### config.mk
export PLATFORM = sky130hd
export DESIGN_NAME = dmem_arbiter
export DESIGN_NICKNAME = d
export VERILOG_FILES = /design/src/rtl/dmem_arbiter_pkg.sv /design/src/rtl/dmem_req_check.sv /design/src/rtl/dmem_arbiter.sv
export SDC_FILE = /design/constraint.sdc
export NUM_CORES = 1
export LEC_CHECK = 0
export BUFFER_PORTS_ARGS = -buffer_cell sky130_fd_sc_hd__buf_4
export CORE_AREA = 2 2 120 122
export DETAILED_ROUTE_END_ITERATION = 12
export DIE_AREA = 0 0 122 124
export PLACE_DENSITY_LB_ADDON = 0.25
export SETUP_SLACK_MARGIN = 0.3
export SLEW_MARGIN = 20
export SYNTH_ARGS = -nofsm -noshare
export SYNTH_HDL_FRONTEND = slang
export SYNTH_SLANG_ARGS = --single-unit
### constraint.sdc
create_clock -name clk -period 6.1 [get_ports clk]
set_input_delay 0.305 -clock clk [delete_from_list [all_inputs] [get_ports clk]]
set_output_delay 0.305 -clock clk [all_outputs]
set_load 0.01 [all_outputs]
### src/rtl/dmem_arbiter_pkg.sv
// Shared encodings for the data-memory arbiter:
// RW_type sizes, arbiter states and the muxed request bundle.
package dmem_arbiter_pkg;

  localparam logic [1:0] RW_BYTE = 2'b00;
  localparam logic [1:0] RW_HALF = 2'b01;
  localparam logic [1:0] RW_WORD = 2'b10;
  localparam int RW_UNS_BIT = 2;

  typedef enum logic {
    ARB    = 1'b0,
    LOCKED = 1'b1
  } arb_state_t;

  typedef enum logic {
    PTR_CORE = 1'b0,
    PTR_DMA  = 1'b1
  } arb_ptr_t;

  typedef struct packed {
    logic        we;
    logic [31:0] addr;
    logic [2:0]  rw_type;
    logic [31:0] wdata;
  } mem_req_t;

  function automatic logic misaligned(
    input logic [1:0] size,
    input logic [1:0] lo
  );
    return (size == 2'b11)
      | ((size == RW_HALF) & lo[0])
      | ((size == RW_WORD) & (|lo));
  endfunction

endpackage

### src/rtl/dmem_req_check.sv
// Combinational alignment and range check
// for the request currently steered to memory.
module dmem_req_check
  import dmem_arbiter_pkg::*;
#(
  parameter int MEM_AW = 10
) (
  input  logic [31:0] addr,
  input  logic [1:0]  size,
  output logic        err
);

  logic oor;

  assign oor = |(addr >> MEM_AW);
  assign err = oor | misaligned(size, addr[1:0]);

endmodule

### src/rtl/dmem_arbiter.sv
// Round-robin arbiter between core and DMA for the single-port
// data memory, with a bounded DMA burst lock and error responses.
module dmem_arbiter
  import dmem_arbiter_pkg::*;
#(
  parameter int LOCK_MAX = 8,
  parameter int MEM_AW   = 10
) (
  input  logic        clk,
  input  logic        rst,
  input  logic        c_req,
  input  logic        c_we,
  input  logic [31:0] c_addr,
  input  logic [2:0]  c_type,
  input  logic [31:0] c_wdata,
  output logic        c_gnt,
  output logic        c_rvalid,
  output logic [31:0] c_rdata,
  output logic        c_err,
  input  logic        d_req,
  input  logic        d_we,
  input  logic [31:0] d_addr,
  input  logic [2:0]  d_type,
  input  logic [31:0] d_wdata,
  output logic        d_gnt,
  output logic        d_rvalid,
  output logic [31:0] d_rdata,
  output logic        d_err,
  input  logic        d_lock,
  output logic        mem_W_en,
  output logic        mem_R_en,
  output logic [31:0] mem_addr,
  output logic [2:0]  mem_RW_type,
  output logic [31:0] mem_din,
  input  logic [31:0] mem_dout
);

  // Last lock cycle: the grant that brings the count to LOCK_MAX.
  localparam logic [7:0] LOCK_LAST = 8'(LOCK_MAX - 1);

  arb_state_t state;
  arb_ptr_t   ptr;
  logic [7:0] lock_cnt;
  logic       c_win;
  logic       d_win;
  logic       err;
  logic       hit;
  mem_req_t   req;

  always_comb begin
    c_win = 1'b0;
    d_win = 1'b0;
    if (!rst) begin
      case (state)
        ARB: begin
          c_win = c_req & (!d_req | (ptr == PTR_CORE));
          d_win = d_req & (!c_req | (ptr == PTR_DMA));
        end
        LOCKED: d_win = d_req;
        default: ;
      endcase
    end
  end

  assign c_gnt = c_win;
  assign d_gnt = d_win;

  always_comb begin
    req = '0;
    if (d_win) begin
      req = '{we: d_we, addr: d_addr,
              rw_type: d_type, wdata: d_wdata};
    end else if (c_win) begin
      req = '{we: c_we, addr: c_addr,
              rw_type: c_type, wdata: c_wdata};
    end
  end

  dmem_req_check #(
    .MEM_AW(MEM_AW)
  ) u_check (
    .addr(req.addr),
    .size(req.rw_type[1:0]),
    .err (err)
  );

  // Rejected requests never reach the memory pins.
  assign hit         = (c_win | d_win) & !err;
  assign mem_W_en    = hit & req.we;
  assign mem_R_en    = hit & !req.we;
  assign mem_addr    = hit ? req.addr : '0;
  assign mem_RW_type = hit ? req.rw_type : '0;
  assign mem_din     = hit ? req.wdata : '0;

  always_ff @(posedge clk or posedge rst) begin
    if (rst) begin
      c_rvalid <= 1'b0;
      c_err    <= 1'b0;
      c_rdata  <= '0;
      d_rvalid <= 1'b0;
      d_err    <= 1'b0;
      d_rdata  <= '0;
    end else begin
      c_rvalid <= c_win;
      c_err    <= c_win & err;
      c_rdata  <= (c_win & mem_R_en) ? mem_dout : '0;
      d_rvalid <= d_win;
      d_err    <= d_win & err;
      d_rdata  <= (d_win & mem_R_en) ? mem_dout : '0;
    end
  end

  always_ff @(posedge clk or posedge rst) begin
    if (rst) begin
      state    <= ARB;
      ptr      <= PTR_CORE;
      lock_cnt <= '0;
    end else begin
      case (state)
        ARB: begin
          if (c_win) ptr <= PTR_DMA;
          if (d_win) ptr <= PTR_CORE;
          if (d_win && d_lock) begin
            state    <= LOCKED;
            lock_cnt <= 8'd1;
          end
        end
        LOCKED: begin
          // Idle cycles count too, so the core wait stays bounded.
          if (!d_lock || lock_cnt >= LOCK_LAST) begin
            state    <= ARB;
            ptr      <= PTR_CORE;
            lock_cnt <= '0;
          end else begin
            lock_cnt <= lock_cnt + 8'd1;
          end
        end
        default: state <= ARB;
      endcase
    end
  end

endmodule
== Yosys cells after proc, flatten, opt, wreduce, memory -nomap -nowiden ==
Index checks and enable logic that the tools add are counted.

* Register bits after elaboration: 78
* Logic and storage cells: 67

* Add/subtract/negate cells: 1
* $lt $le $gt $ge: 1
* Equal/unequal tests: 6
* Mux-type cells: 21
* Bitwise operators: 19
* Reduce and logical (&&, ||, !) cells: 10

{| class="wikitable"
|+ Operators by type and width
! kind !! count
|-
| 68-bit two-way mux || 2
|-
| 32-bit two-way mux || 4
|-
| 22-bit OR reduction || 1
|-
| 8-bit two-way mux || 2
|-
| 8-bit one-hot mux with 2 select lines || 1
|-
| 1-bit AND || 11
|-
| 8-bit by 1-bit adder with 8-bit output (second input constant) || 1
|-
| 8-bit by 3-bit >= comparator with 1-bit output (second input constant) || 1
|-
| 1-bit two-way mux || 8
|-
| 1-bit OR || 6
|-
| 1-bit one-hot mux with 2 select lines || 3
|-
| 1-bit logical NOT || 5
|-
| 2-bit == test (second input constant) || 2
|-
| 3-bit two-way mux || 1
|-
| 3-bit != test (second input constant) || 1
|-
| 2-bit by 1-bit == test with 1-bit output (second input constant) || 1
|-
| 2-bit by 1-bit != test with 1-bit output (second input constant) || 1
|-
| 2-bit != test (second input constant) || 1
|-
| 1-bit inverter || 2
|-
| 2-bit AND reduction || 1
|-
| 2-bit OR reduction || 1
|-
| 1-bit logical AND || 1
|-
| 1-bit logical OR || 1
|}

== Depth between registers and ports, before layout ==
* Word-level depth: 17
* Mapped depth: 8

== Cells and area by module ==
A second synthesis with hierarchy kept.

* Cell total of the unflattened synthesis: 327
* Area total of the unflattened synthesis: 3816.2 µm²

{| class="wikitable"
|+ By module, submodules not included
! module !! instances !! cells an instance !! area an instance (µm²) !! seq. area each (µm²)
|-
| dmem_arbiter || 1 || 317 || 3753.6 || 1951.9
|-
| dmem_req_check || 1 || 10 || 62.6 || 0.0
|}

== Worst setup path before layout ==
OpenSTA, ideal clock, no wires.

* Path kind: reg2out
* Start point: register state
* End point: output mem_R_en
* Arrival: 1893 ps
* Data required time: 5795 ps
* Slack: 3902 ps
* Stages on the path, launching flop included: 9
* Cells stage by stage: dfrtp_1 > or3b_1 > nand2_1 > inv_2 > a22oi_1 > buf_2 > buf_2 > nand2_1 > nor3_1

* Longest elaborated chain between the ends: 12

{| class="wikitable"
|+ RTL lines
! element !! RTL line !! RTL
|-
| start: declaration || dmem_arbiter.sv:41 || <nowiki>arb_state_t state;</nowiki>
|-
| start signal: assignment || dmem_arbiter.sv:115 || <nowiki>state <= ARB;</nowiki>
|-
| start signal: assignment || dmem_arbiter.sv:124 || <nowiki>state <= LOCKED;</nowiki>
|-
| start signal: assignment || dmem_arbiter.sv:131 || <nowiki>state <= ARB;</nowiki>
|-
| 1-bit inverter / 1-bit two-way mux (equally long branches) || - ||
|-
| 1-bit one-hot mux with 2 select lines / 1-bit two-way mux (equally long branches) || dmem_arbiter.sv:54, dmem_arbiter.sv:53 ||
|-
| 1-bit two-way mux / 68-bit two-way mux (equally long branches) || dmem_arbiter.sv:53, dmem_arbiter.sv:73 ||
|-
| 68-bit two-way mux || dmem_arbiter.sv:70 || <nowiki>if (d_win) begin</nowiki>
|-
| 2-bit by 1-bit == test with 1-bit output || dmem_arbiter_pkg.sv:32 || <nowiki>| ((size == RW_HALF) & lo[0])</nowiki>
|-
| 1-bit AND || dmem_arbiter_pkg.sv:32 ||
|-
| 1-bit OR || dmem_arbiter_pkg.sv:32 ||
|-
| 1-bit OR || dmem_arbiter_pkg.sv:33 || <nowiki>| ((size == RW_WORD) & (|lo));</nowiki>
|-
| 1-bit OR || dmem_req_check.sv:16 || <nowiki>assign err = oor | misaligned(size, addr[1:0]);</nowiki>
|-
| 1-bit logical NOT || dmem_arbiter.sv:88 || <nowiki>assign hit = (c_win | d_win) & !err;</nowiki>
|-
| 1-bit AND || dmem_arbiter.sv:88 ||
|-
| 1-bit AND * || dmem_arbiter.sv:90 || <nowiki>assign mem_R_en = hit & !req.we;</nowiki>
|-
| end: declaration || dmem_arbiter.sv:31 || <nowiki>output logic mem_R_en,</nowiki>
|}

Mark *: on every way between the ends. The rest lies on a longest branch, timed or not.

== Worst setup path after layout ==
* Start point: register state
* End point: output mem_din[31]

* Longest elaborated chain between the ends: 12

{| class="wikitable"
|+ RTL lines
! element !! RTL line !! RTL
|-
| 1-bit inverter / 1-bit two-way mux (equally long branches) || - ||
|-
| 1-bit one-hot mux with 2 select lines / 1-bit two-way mux (equally long branches) || dmem_arbiter.sv:54, dmem_arbiter.sv:53 ||
|-
| 1-bit two-way mux / 68-bit two-way mux (equally long branches) || dmem_arbiter.sv:53, dmem_arbiter.sv:73 ||
|-
| 68-bit two-way mux || dmem_arbiter.sv:70 ||
|-
| 2-bit by 1-bit == test with 1-bit output || dmem_arbiter_pkg.sv:32 ||
|-
| 1-bit AND || dmem_arbiter_pkg.sv:32 ||
|-
| 1-bit OR || dmem_arbiter_pkg.sv:32 ||
|-
| 1-bit OR || dmem_arbiter_pkg.sv:33 ||
|-
| 1-bit OR || dmem_req_check.sv:16 ||
|-
| 1-bit logical NOT || dmem_arbiter.sv:88 ||
|-
| 1-bit AND || dmem_arbiter.sv:88 ||
|-
| 32-bit two-way mux * || dmem_arbiter.sv:93 || <nowiki>assign mem_din = hit ? req.wdata : '0;</nowiki>
|-
| end: declaration || dmem_arbiter.sv:34 || <nowiki>output logic [31:0] mem_din,</nowiki>
|}

Marked as above.

==> flow_summary_export.csv <==
group,metric,value,unit
worst_setup_path,critical-path-max-stage-delay,0.83,ns
finish,layout_top_registers,"c_rdata x32, d_rdata x32, lock_cnt x8",
clock_network,worst_setup_hold_path_clk_slew,0.06,ns
routing,initialDrtViolationCount,306,
placed_design,area_post_placement,0.00662,mm^2
logic_synthesis,synth_ff_type,"sky130_fd_sc_hd__dfrtp_1",
hold_path,hold_path.class,"input pin to flip-flop",
pwr,ir_worst_vdd,0.115,mV
logic_synthesis,synth-seq-cells,78,
clock_network,htree_num_levels,3,
logic_synthesis,syn-instance-count,434,
worst_setup_path,timing.critical_path.arrival,3.52,ns
pwr,leakagePower,3.54,nW
timing,timing.setup.tns,0,ns
status,status,"completed",
worst_setup_path,data_required_time_at_the_worst_endpoint,5.79,ns
worst_setup_path,r2r_slack,2.93,ns
worst_setup_path,crit-reg2reg-capture,"d_rdata[15]$_DFF_PP0_",
timing,final_hold_viol_count,0,
floorplan,row_count,43,
logic_synthesis,synth_edf_count,0,
global_route,gr-usage-all-layers,18.8,%
timing,setup_viol,0,
timing,timing.final.max_slew_violations,0,
finish,flow.area_growth_from_synthesis,52.4,%
clock_network,clk-insertion-delay-late,0.33,ns
logic_synthesis,synth-async-reset-ratio,100,%
floorplan,floorplan.die.height,124,um
clock_network,cts_inserted_buffers,9,
logic_synthesis,post_synth_main_area_contributors,"sky130_fd_sc_hd__dfrtp_1 (43%), sky130_fd_sc_hd__nor3_2 (22%), sky130_fd_sc_hd__nand3_1 (7.5%)",
worst_setup_path,timing.critical_path.fanout_max,79,
timing,tightestPinTransition,1.09,ns
placed_design,io_buffer_count,289,
global_route,grt_overflow,0,
logic_synthesis,synth_sequential_area_ratio,43.0,%
logic_synthesis,avg_cell_area_syn,10.5,um^2
routing,antenna_left,0,
floorplan,die_width,122,um
hold_path,min_delay_path_depth,3,
routing,via_count,4387,
logic_synthesis,synth_top_area_share,43.0,%
clock_network,cts.repair.resized,0,
worst_setup_path,worst_path_dominant_cell_family,"buffers and inverters",
clock_network,cts.path.max_buffers,2,
timing,clock_skew,0.00392,ns
worst_setup_path,worstSetupEndpointType,"output pin",
timing,rsz0062_at_grt,"no",
routing,post_drt_wl_per_cell,16.9,um
placed_design,routabilityCongestion,0.870,
worst_setup_path,worst_r2r_path_depth,8,
worst_setup_path,rr_startpoint,"state$_DFF_PP0_",
worst_setup_path,crit_path_start_kind,"flip-flop",
finish,diodes,0,
logic_synthesis,ys.warnings.count,0,
clock_network,clock_tree.root_cell,"sky130_fd_sc_hd__clkbuf_16",
worst_setup_path,most_common_cell_on_crit_path,"sky130_fd_sc_hd__buf_4",
floorplan,num_io_pins,312,
routing,drt_pre_antenna_iters,4,
hold_path,worstHoldEndpoint,"c_rdata[31]$_DFF_PP0_",
clock_network,ctsHoldBuffers,0,
pwr,p_per_area,263,mW/mm^2
finish,fin_area,0.00691,mm^2
global_route,grt_pass1_wl,22000,um
worst_setup_path,worstPathCellList,"or3b_1 > nand2_1 > inv_2 > buf_4 > o41ai_2 > o21ai_4 > buf_4 > nor3_1 > buf_4",
timing,min_period,3.82,ns
global_route,grt_antenna_before_repair,0,
routing,drt_wl_total,14800,um
timing,post-route-period-util,62.7,%
worst_setup_path,cp.buffers_inverters,4,
timing,worst_slew_margin_rel,27.5,%
floorplan,die-area,0.0151,mm^2
hold_path,hold_path_startpoint,"mem_dout[31]",
clock_network,number_of_buffers_added_for_setup_after_cts,0,
finish,final_nets,868,
finish,layout.filler_cells,1313,
global_route,grt_start_max_net_pins,80,
clock_network,tritoncts,"built",
logic_synthesis,synthDominantAreaCellType,"sky130_fd_sc_hd__dfrtp_1",
worst_setup_path,worstSetupPathType,"flip-flop to output pin",
floorplan,core_area,0.0137,mm^2
placed_design,detailed_place_hpwl,10900,um
logic_synthesis,post_synth_num_cell_types,34,
job,max_cap_violations,0,
logic_synthesis,post_synth_instance_area,0.00454,mm^2
floorplan,floorplan.initialDensity,33.1,%
worst_setup_path,critical-path-slowest-cell,"sky130_fd_sc_hd__buf_4",
finish,drive_above_1_share,60.3,%
clock_network,cts_num_sinks,78,
routing,post-route-drc-count,0,
timing,hold_ws,0.220,ns
timing,maxClockFrequency,0.262,GHz
global_route,first_global_vias,4073,
routing,routed_via_density,5.00,
worst register-to-register path, delay by kind of cell, from the launching register on:
| kind | cells | cell delay [ns] |
|---|---|---|
| flops | 1 | 0.46 |
| buf+inv | 3 | 1.58 |
| compound gates | 2 | 0.45 |
| simple gates | 3 | 0.53 |
power breakdown:
part           internal (mW)  total (mW)  switching, mW
logic                  0.282       0.697          0.414
registers              0.568       0.598         0.0303
clock network          0.324       0.523          0.199
total                   1.17        1.82          0.643
final cells by class:
cell class                 count  area (um^2)  share of cell area (%)
timing repair buffer         297         2230                    32.2
multi-input combinational    303         2200                    31.8
sequential                    78         1950                    28.2
clock buffer                  11          243                    3.51
tap                          180          225                    3.26
clock inverter                 4         47.5                   0.688
inverter                       5         20.0                   0.290
metrics by stage:
step	cells	setup slack (ns)	total power [mW]	utilization, %
after floorplan	455	3.80	1.03	-
after global placement	863	2.70	1.29	48.3
after detailed placement	863	2.55	1.30	48.3
after CTS	878	2.29	1.83	50.4
after global routing	878	2.03	1.92	50.4
final	878	2.28	1.82	50.4
per-layer routing:
metal / track usage [%] / wire length [um]
met5: 0 / 0
met4: 6.68 / 246
met3: 3.53 / 1030
met2: 32.4 / 7540
met1: 23.7 / 6000
worst max path at each step:
stage / start / endpoint / slack, ns / cells after the start
floorplan: rst / c_err$_DFF_PP0_ / 3.80 / 1
global placement: rst / mem_din[31] / 2.70 / 10
detailed placement: rst / mem_din[31] / 2.55 / 10
CTS: state$_DFF_PP0_ / mem_din[31] / 2.29 / 9
global route: state$_DFF_PP0_ / mem_din[31] / 2.03 / 9
finish: state$_DFF_PP0_ / mem_din[31] / 2.28 / 9
cells by family (layout without fill, tap and decap cells):
kind of cell             count (synthesis)  after routing  synth area share, %
buffers and inverters                   74            317                 10.8
AND/OR/NAND/NOR                        216            216                 35.4
other                                    1             22               0.0827
adder cells (fa/ha/maj)                  1              1                0.276
AO/OA/AOI/OAI                           64             64                 10.4
flip-flops                              78             78                 43.0
synth_stat cells (6+ instances only):
| master | count |
|---|---|
| sky130_fd_sc_hd__a21oi_1 | 7 |
| sky130_fd_sc_hd__a22oi_1 | 44 |
| sky130_fd_sc_hd__buf_2 | 8 |
| sky130_fd_sc_hd__buf_4 | 32 |
| sky130_fd_sc_hd__buf_6 | 11 |
| sky130_fd_sc_hd__clkbuf_1 | 16 |
| sky130_fd_sc_hd__dfrtp_1 | 78 |
| sky130_fd_sc_hd__nand2_1 | 6 |
| sky130_fd_sc_hd__nand3_1 | 68 |
| sky130_fd_sc_hd__nor2_1 | 7 |
| sky130_fd_sc_hd__nor3_1 | 10 |
| sky130_fd_sc_hd__nor3_2 | 100 |
| sky130_fd_sc_hd__nor4_1 | 10 |
cells in the final DEF, fill, tap and decap left out, types with 2 or more instances in the layout:
cell type                   netlist  final
sky130_fd_sc_hd__a21oi_1          7      7
sky130_fd_sc_hd__clkinv_2         0      3
sky130_fd_sc_hd__o21ai_0          4      4
sky130_fd_sc_hd__clkbuf_16        0      9
sky130_fd_sc_hd__a211oi_2         2      2
sky130_fd_sc_hd__a22oi_1         44     43
sky130_fd_sc_hd__inv_1            4      2
sky130_fd_sc_hd__a22o_1           2      2
sky130_fd_sc_hd__nand2_1          6      6
sky130_fd_sc_hd__conb_1           1     22
sky130_fd_sc_hd__dfrtp_1         78     78
sky130_fd_sc_hd__nor2_1           7      7
sky130_fd_sc_hd__nand3_1         68     68
sky130_fd_sc_hd__nor4_1          10     10
sky130_fd_sc_hd__nor3_2         100    100
sky130_fd_sc_hd__inv_2            1      2
sky130_fd_sc_hd__or4_1            2      2
sky130_fd_sc_hd__buf_4           32    297
sky130_fd_sc_hd__and2_1           4      4
sky130_fd_sc_hd__nor3_1          10     10
sky130_fd_sc_hd__nand4_1          3      3
(Power assumes the default switching activity.)
